File: src/rtl/acc_load_unit_if.sv
// Load-command, data-memory read and accumulator write signals of acc_load_unit.
// The master modport is the load unit itself; slave is the CPU/memory/accumulator side.
interface acc_load_unit_if #(
    parameter int DATA_W = 16,
    parameter int ADDR_W = 16
);
    logic              ld_start;
    logic [ADDR_W-1:0] ld_addr;
    logic              ld_busy;
    logic              ld_done;
    logic              ld_err;
    logic              mem_req;
    logic [ADDR_W-1:0] mem_addr;
    logic              mem_ready;
    logic [DATA_W-1:0] mem_rdata;
    logic              acc_enable;
    logic [DATA_W-1:0] acc_data;

    modport master (
        input  ld_start, ld_addr, mem_ready, mem_rdata,
        output ld_busy, ld_done, ld_err, mem_req, mem_addr, acc_enable, acc_data
    );

    modport slave (
        output ld_start, ld_addr, mem_ready, mem_rdata,
        input  ld_busy, ld_done, ld_err, mem_req, mem_addr, acc_enable, acc_data
    );
endinterface

File: src/rtl/acc_load_unit.sv
// Memory-to-accumulator load sequencer: IDLE -> REQ (wait for mem_ready) -> WRITE.
// Optional REQ timeout with sticky ld_err is enabled by defining LOAD_TIMEOUT_EN.
module acc_load_unit #(
    parameter int DATA_W  = 16,
    parameter int ADDR_W  = 16,
    parameter int TIMEOUT = 255
) (
    input logic            clk,
    input logic            reset,
    acc_load_unit_if.master bus
);
    typedef enum logic [1:0] {
        IDLE  = 2'd0,
        REQ   = 2'd1,
        WRITE = 2'd2
    } state_t;

    state_t            r_state;
    logic              r_ld_busy;
    logic              r_ld_done;
    logic              r_mem_req;
    logic              r_acc_enable;
    logic [ADDR_W-1:0] r_mem_addr;
    logic [DATA_W-1:0] r_acc_data;

`ifdef LOAD_TIMEOUT_EN
    localparam int CNT_W = ($clog2(TIMEOUT + 1) > 8) ? $clog2(TIMEOUT + 1) : 8;
    logic [CNT_W-1:0] r_cnt;
    logic             r_ld_err;
`endif

    // NOTE: every output is a register updated with non-blocking assignments in this
    // one clocked block, so all outputs change together right after the edge.
    always_ff @(posedge clk or negedge reset) begin
        if (!reset) begin
            r_state      <= IDLE;
            r_ld_busy    <= 1'b0;
            r_ld_done    <= 1'b0;
            r_mem_req    <= 1'b0;
            r_acc_enable <= 1'b0;
            r_mem_addr   <= '0;
            r_acc_data   <= '0;
`ifdef LOAD_TIMEOUT_EN
            r_cnt        <= '0;
            r_ld_err     <= 1'b0;
`endif
        end else begin
            r_ld_done    <= 1'b0;
            r_acc_enable <= 1'b0;
            case (r_state)
                IDLE: begin
                    if (bus.ld_start) begin
                        r_mem_addr <= bus.ld_addr;
                        r_mem_req  <= 1'b1;
                        r_ld_busy  <= 1'b1;
                        r_state    <= REQ;
`ifdef LOAD_TIMEOUT_EN
                        r_cnt      <= '0;
                        r_ld_err   <= 1'b0;
`endif
                    end
                end
                REQ: begin
                    if (bus.mem_ready) begin
                        r_acc_data   <= bus.mem_rdata;
                        r_mem_req    <= 1'b0;
                        r_acc_enable <= 1'b1;
                        r_ld_done    <= 1'b1;
                        r_state      <= WRITE;
`ifdef LOAD_TIMEOUT_EN
                    // Abort on the cycle whose increment would bring the count to TIMEOUT.
                    end else if (r_cnt == CNT_W'(TIMEOUT - 1)) begin
                        r_mem_req <= 1'b0;
                        r_ld_busy <= 1'b0;
                        r_ld_err  <= 1'b1;
                        r_state   <= IDLE;
                    end else begin
                        r_cnt <= r_cnt + 1'b1;
`endif
                    end
                end
                WRITE: begin
                    r_ld_busy <= 1'b0;
                    r_state   <= IDLE;
                end
                default: begin
                    r_mem_req <= 1'b0;
                    r_ld_busy <= 1'b0;
                    r_state   <= IDLE;
                end
            endcase
        end
    end

    assign bus.ld_busy    = r_ld_busy;
    assign bus.ld_done    = r_ld_done;
    assign bus.mem_req    = r_mem_req;
    assign bus.mem_addr   = r_mem_addr;
    assign bus.acc_enable = r_acc_enable;
    assign bus.acc_data   = r_acc_data;
`ifdef LOAD_TIMEOUT_EN
    assign bus.ld_err     = r_ld_err;
`else
    assign bus.ld_err     = 1'b0;
`endif
endmodule

File: src/flat_wrapper.sv
// flat-port wrapper written by rule: the top's interface ports become plain ports
module acc_load_unit_flat 
#(
    parameter int DATA_W  = 16,
    parameter int ADDR_W  = 16,
    parameter int TIMEOUT = 255
)
  (clk, reset, bus_ld_start, bus_ld_addr, bus_mem_ready, bus_mem_rdata, bus_ld_busy, bus_ld_done, bus_ld_err, bus_mem_req, bus_mem_addr, bus_acc_enable, bus_acc_data);
  acc_load_unit_if #(.DATA_W(DATA_W), .ADDR_W(ADDR_W)) bus_i ();
  input logic clk;
  input logic reset;
  input wire logic [$bits(bus_i.ld_start)-1:0] bus_ld_start;
  input wire logic [$bits(bus_i.ld_addr)-1:0] bus_ld_addr;
  input wire logic [$bits(bus_i.mem_ready)-1:0] bus_mem_ready;
  input wire logic [$bits(bus_i.mem_rdata)-1:0] bus_mem_rdata;
  output wire logic [$bits(bus_i.ld_busy)-1:0] bus_ld_busy;
  output wire logic [$bits(bus_i.ld_done)-1:0] bus_ld_done;
  output wire logic [$bits(bus_i.ld_err)-1:0] bus_ld_err;
  output wire logic [$bits(bus_i.mem_req)-1:0] bus_mem_req;
  output wire logic [$bits(bus_i.mem_addr)-1:0] bus_mem_addr;
  output wire logic [$bits(bus_i.acc_enable)-1:0] bus_acc_enable;
  output wire logic [$bits(bus_i.acc_data)-1:0] bus_acc_data;
  assign bus_i.ld_start = bus_ld_start;
  assign bus_i.ld_addr = bus_ld_addr;
  assign bus_i.mem_ready = bus_mem_ready;
  assign bus_i.mem_rdata = bus_mem_rdata;
  assign bus_ld_busy = bus_i.ld_busy;
  assign bus_ld_done = bus_i.ld_done;
  assign bus_ld_err = bus_i.ld_err;
  assign bus_mem_req = bus_i.mem_req;
  assign bus_mem_addr = bus_i.mem_addr;
  assign bus_acc_enable = bus_i.acc_enable;
  assign bus_acc_data = bus_i.acc_data;
  acc_load_unit #(.DATA_W(DATA_W), .ADDR_W(ADDR_W), .TIMEOUT(TIMEOUT)) u_core (.clk(clk), .reset(reset), .bus(bus_i));
endmodule
File: config.mk
export PLATFORM = sky130hd
export DESIGN_NAME = acc_load_unit_flat
export DESIGN_NICKNAME = d
export VERILOG_FILES = /design/src/rtl/acc_load_unit_if.sv /design/src/rtl/acc_load_unit.sv /design/src/flat_wrapper.sv
export SDC_FILE = /design/constraint.sdc
export NUM_CORES = 1
export LEC_CHECK = 0
export ABC_AREA = 0
export BUFFER_PORTS_ARGS = -buffer_cell sky130_fd_sc_hd__buf_2
export CAP_MARGIN = 20
export CORE_MARGIN = 4
export CORE_UTILIZATION = 41
export CTS_BUF_LIST = sky130_fd_sc_hd__clkbuf_4 sky130_fd_sc_hd__clkbuf_8 sky130_fd_sc_hd__clkbuf_16
export CTS_CLUSTER_DIAMETER = 60
export DETAILED_ROUTE_END_ITERATION = 10
export GPL_TIMING_DRIVEN = 0
export PLACE_DENSITY = 0.84
export SLEW_MARGIN = 20
export SYNTH_ARGS = -nofsm -noshare
export SYNTH_HDL_FRONTEND = slang
export SYNTH_SLANG_ARGS = --single-unit
File: constraint.sdc
create_clock -name clk -period 1.3 [get_ports clk]
set_input_delay 0.065 -clock clk [delete_from_list [all_inputs] [get_ports clk]]
set_output_delay 0.065 -clock clk [all_outputs]
set_load 0.01 [all_outputs]
==> impl.org <==
** Status
- The run finished, with violations left.
- The checks that failed: negative setup slack.

** Floorplanning
- Row cnt :: 21
- Chip height :: 68.6 um
- The die covers 4700 um^2.
- After floorplanning, the core was sized to cover 3440 um^2.
- For this configuration, the core starts out at a cell density of 0.437.
- The die is 68.6 um wide.
- Pin placement for this block handled 73 I/O pins.

** Critical path
- Type of the worst setup path :: reg2reg
- At the worst endpoint, the required time is 1.47 ns.
- STA classifies the critical path endpoint as a register.
- The worst setup path is launched from a register.
- STA puts the critical path data arrival time at 1.52 ns.
- In this run the worst path has a maximum fanout of 7.

** Route
- Detail-routed via count per cell :: 4.54
- Via total after detailed routing :: 1018
- Total iterations of the first detailed-routing run :: 4
- The final layout contains routed wiring with a total length of 3320 um.
- Remaining routing DRC violations :: 0
- DRC marker count from the first detailed-route iteration :: 45
- After detailed routing, the average wire length per cell comes to 14.8 um.
- The count of nets left with antenna violations once routing finished came out at 0.

** Yosys
- For this run, the leading register cell type out of synthesis is sky130_fd_sc_hd__dfrtp_1.
- Synth Warn # :: 0
- Number of instances in the synthesized netlist :: 89
- Of the synthesized area, sequential elements account for 0.616.
- In this run the mean area of a mapped cell was 16.9 um^2.
- Yosys attributes the largest share of cell area to sky130_fd_sc_hd__dfrtp_1 62%, sky130_fd_sc_hd__mux2_4 19%, sky130_fd_sc_hd__mux2_2 9.7%, sky130_fd_sc_hd__buf_12 2.7%, sky130_fd_sc_hd__buf_6 1.5%.
- Count leader, synth :: sky130_fd_sc_hd__dfrtp_1
- The synthesized design contains 37 register bits.
- The number of nets in the synthesized netlist is 125.
- Unique cell type count in the Yosys netlist :: 16
- Yosys mapped a number of flops with a built-in enable equal to 0.
- Netlist area before placement :: 1500 um^2
- By count the netlist is led by 37 x sky130_fd_sc_hd__dfrtp_1, 19 x sky130_fd_sc_hd__mux2_4, 13 x sky130_fd_sc_hd__mux2_2.
- The share of synthesized area in the top cell type comes to 0.616.
- Async SR Flop Fraction :: 1.00
- Largest area contributor in the synthesized netlist :: sky130_fd_sc_hd__dfrtp_1

** Worst hold path
- The worst hold path belongs to the class in2reg.

** Final layout
- Number of filler instances in the final layout :: 263
- Area growth, synth to finish :: 42.5%
- At the end of the flow, the number of nets in the layout was 213.
- Once layout is complete, the utilization of the core stands at 0.623.
- Proportion of layout cells with a drive suffix above 1 :: 0.708
- Number of antenna cells inserted :: 0

** Place
- RePlAce Congestion :: 0.736
- Buffers placed on the I/O ports in this run total 71.
- DPL Wire Length :: 2320 um

** Power and ir drop
- Of the total power, the share spent switching nets is 0.315.
- The internal power of the cells totals 0.00346 W.
- Clock Power Share :: 0.151
- Peak supply drop :: 1.13 mV
- Power dissipated by switching net loads :: 0.00159 W
- Leakage power total :: 1.10 nW
- Power spread over the standard cell area amounts to 2360 nW/um^2.
- The share of total power dissipated in combinational logic is 0.447.
- Of the total power, registers draw 0.401.

** Timing
- Measured against its own limit, the worst slew margin works out to 0.460.
- Setup repair after global routing could not meet its margin everywhere.
- The number of slew-limit violations in the final report is 0.
- At the pin with the least slew margin, the transition time is 0.810 ns.
- After layout, the worst setup slack is -0.0567 ns.
- Shortest clock period the worst path allows after layout :: 1.36 ns
- The number of hold-slack violations in the final timing report came to 0.
- Setup violations remaining at the end of the flow were counted as 28.
- Worst hold slack across all endpoints :: 0.0125 ns
- Layout Skew :: 0.00349 ns
- Share of the cycle needed by the critical path after routing :: 1.04
- Static timing analysis puts the maximum clock frequency at 0.737 GHz.

** Global routing
- Pin count of the biggest net entering global routing :: 38
- The number of global-route vias before repair came to 1015.
- The first global-routing pass estimated 4820 um of wire.
- Initial antenna violation count :: 0
- After global routing the overflow that remains totals 0.
- Total GRT Usage :: 0.144

** Clock tree
- Clock-pin slew was measured on the worst setup and hold paths at 0.07 ns.
- The tree built by TritonCTS fans out to 37 sinks.
- The number of clock buffers added by TritonCTS is 5.
- Number of levels in the clock H-tree :: 2
- The later pin in the worst-skew pair is clocked with a latency of 0.28 ns.
- Root buffer cell :: sky130_fd_sc_hd__clkbuf_8
- Counting along the longest clock path gives a buffer depth of 2.
- Clock tree from TritonCTS :: done

** Flow run
- Across the run, the number of max-cap violations was 0.
==> power by group through the flow <==
stage               registers, W  clock network, W  logic, W
floorplan                0.00230                 0   0.00100
global placement         0.00199                 0   0.00203
detailed placement       0.00204                 0   0.00207
CTS                      0.00202          0.000798   0.00219
global route             0.00210          0.000849   0.00243
finish                   0.00203          0.000765   0.00226
==> cell families after synthesis <==
group / share of synthesized area
multiplexers: 0.287
buffers and inverters: 0.0566
flip-flops: 0.616
AO/OA/AOI/OAI: 0.0150
AND/OR/NAND/NOR: 0.0233
other: 0.00249
==> cells in the final DEF, fill, tap and decap left out <==
| cell | n |
|---|---|
| sky130_fd_sc_hd__buf_2 | 71 |
| sky130_fd_sc_hd__dfrtp_1 | 37 |
| sky130_fd_sc_hd__mux2_4 | 22 |
| sky130_fd_sc_hd__mux2_2 | 10 |
| sky130_fd_sc_hd__buf_4 | 6 |
| sky130_fd_sc_hd__clkbuf_8 | 5 |
| sky130_fd_sc_hd__buf_12 | 4 |
| sky130_fd_sc_hd__dlygate4sd3_1 | 4 |
| sky130_fd_sc_hd__nor2_1 | 3 |
| sky130_fd_sc_hd__a21oi_1 | 2 |
| sky130_fd_sc_hd__clkinv_2 | 2 |
| sky130_fd_sc_hd__inv_2 | 1 |
| sky130_fd_sc_hd__and3_4 | 1 |
| sky130_fd_sc_hd__inv_1 | 1 |
| sky130_fd_sc_hd__and3_1 | 1 |
| sky130_fd_sc_hd__buf_6 | 1 |
| sky130_fd_sc_hd__a211oi_1 | 1 |
| sky130_fd_sc_hd__and3_2 | 1 |
| sky130_fd_sc_hd__nand2_1 | 1 |
| sky130_fd_sc_hd__o21ai_0 | 1 |
| sky130_fd_sc_hd__conb_1 | 1 |
| sky130_fd_sc_hd__clkbuf_4 | 1 |
| sky130_fd_sc_hd__clkbuf_16 | 1 |
==> critical path, cell delays in order, from the launching register on <==
cell and delay [ns]:
sky130_fd_sc_hd__dfrtp_1 0.40, sky130_fd_sc_hd__inv_2 0.08, sky130_fd_sc_hd__and3_4 0.29, sky130_fd_sc_hd__clkbuf_16 0.18, sky130_fd_sc_hd__mux2_4 0.29
==> per-stage QoR <==
| step | instance area (um^2) | power [W] | setup WS (ns) | setup TNS (ns) | cells |
|---|---|---|---|---|---|
| finish | 2140 | 0.00506 | -0.0567 | -0.843 | 224 |
| floorplan | 1500 | 0.00330 | 0.0146 | 0 | 89 |
| global route | 2140 | 0.00539 | -0.104 | -2.40 | 224 |
| detailed placement | 1920 | 0.00411 | -0.0858 | -1.49 | 206 |
| CTS | 2070 | 0.00501 | -0.0540 | -0.839 | 219 |
| global placement | 1920 | 0.00401 | -0.0458 | -0.739 | 206 |
==> cell type report <==
cell class | instances | area [um^2] | share of cell area
sequential | 37 | 926 | 0.432
multi-input combinational | 44 | 509 | 0.238
timing repair buffer | 82 | 490 | 0.229
clock buffer | 6 | 76.3 | 0.0356
buffer | 5 | 66.3 | 0.0309
tap | 46 | 57.6 | 0.0269
clock inverter | 2 | 10.0 | 0.00467
inverter | 2 | 7.51 | 0.00350
==> path summary, 6_finish.rpt <==
check                                        from                 endpoint  slack, ns  cells after the start
max                             u_core.r_state[1]  u_core.bus.acc_data[12]      -0.06                      4
min                             bus_mem_rdata[11]  u_core.bus.acc_data[11]       0.01                      2
max reg2reg                     u_core.r_state[1]  u_core.bus.acc_data[12]      -0.06                      4
min reg2reg                u_core.bus.mem_addr[0]   u_core.bus.mem_addr[0]       0.50                      1
max in group asynchronous                   reset   u_core.bus.acc_data[3]       0.38                      2
min in group asynchronous                   reset   u_core.bus.mem_addr[5]       0.42                      2
==> routing by layer <==
metal | routed length, um | vias to the layer above | GRT usage
li1 | - | 476 | -
met2 | 1620 | 51 | 0.232
met4 | 44 | 0 | 0.0596
met5 | 0 | - | 0
met1 | 1320 | 486 | 0.179
met3 | 326 | 5 | 0.0421
==> flip-flops by register name (all words and copies together), names as in the netlist <==
signal                 count
u_core.r_state             2
u_core.bus.acc_data       16
u_core.bus.ld_busy         1
u_core.bus.mem_addr       16
u_core.bus.acc_enable      1
u_core.bus.mem_req         1
==> what timing repair did <==
action                                 4_1_cts  5_1_grt
gates resized for setup                      0        4
buffers inserted                             4        2
endpoints found under the hold margin       38        3
cloned                                       0        1
setup endpoints to repair                   19       32
hold buffers                                 1        3
Power figures use the tool's default switching activity.
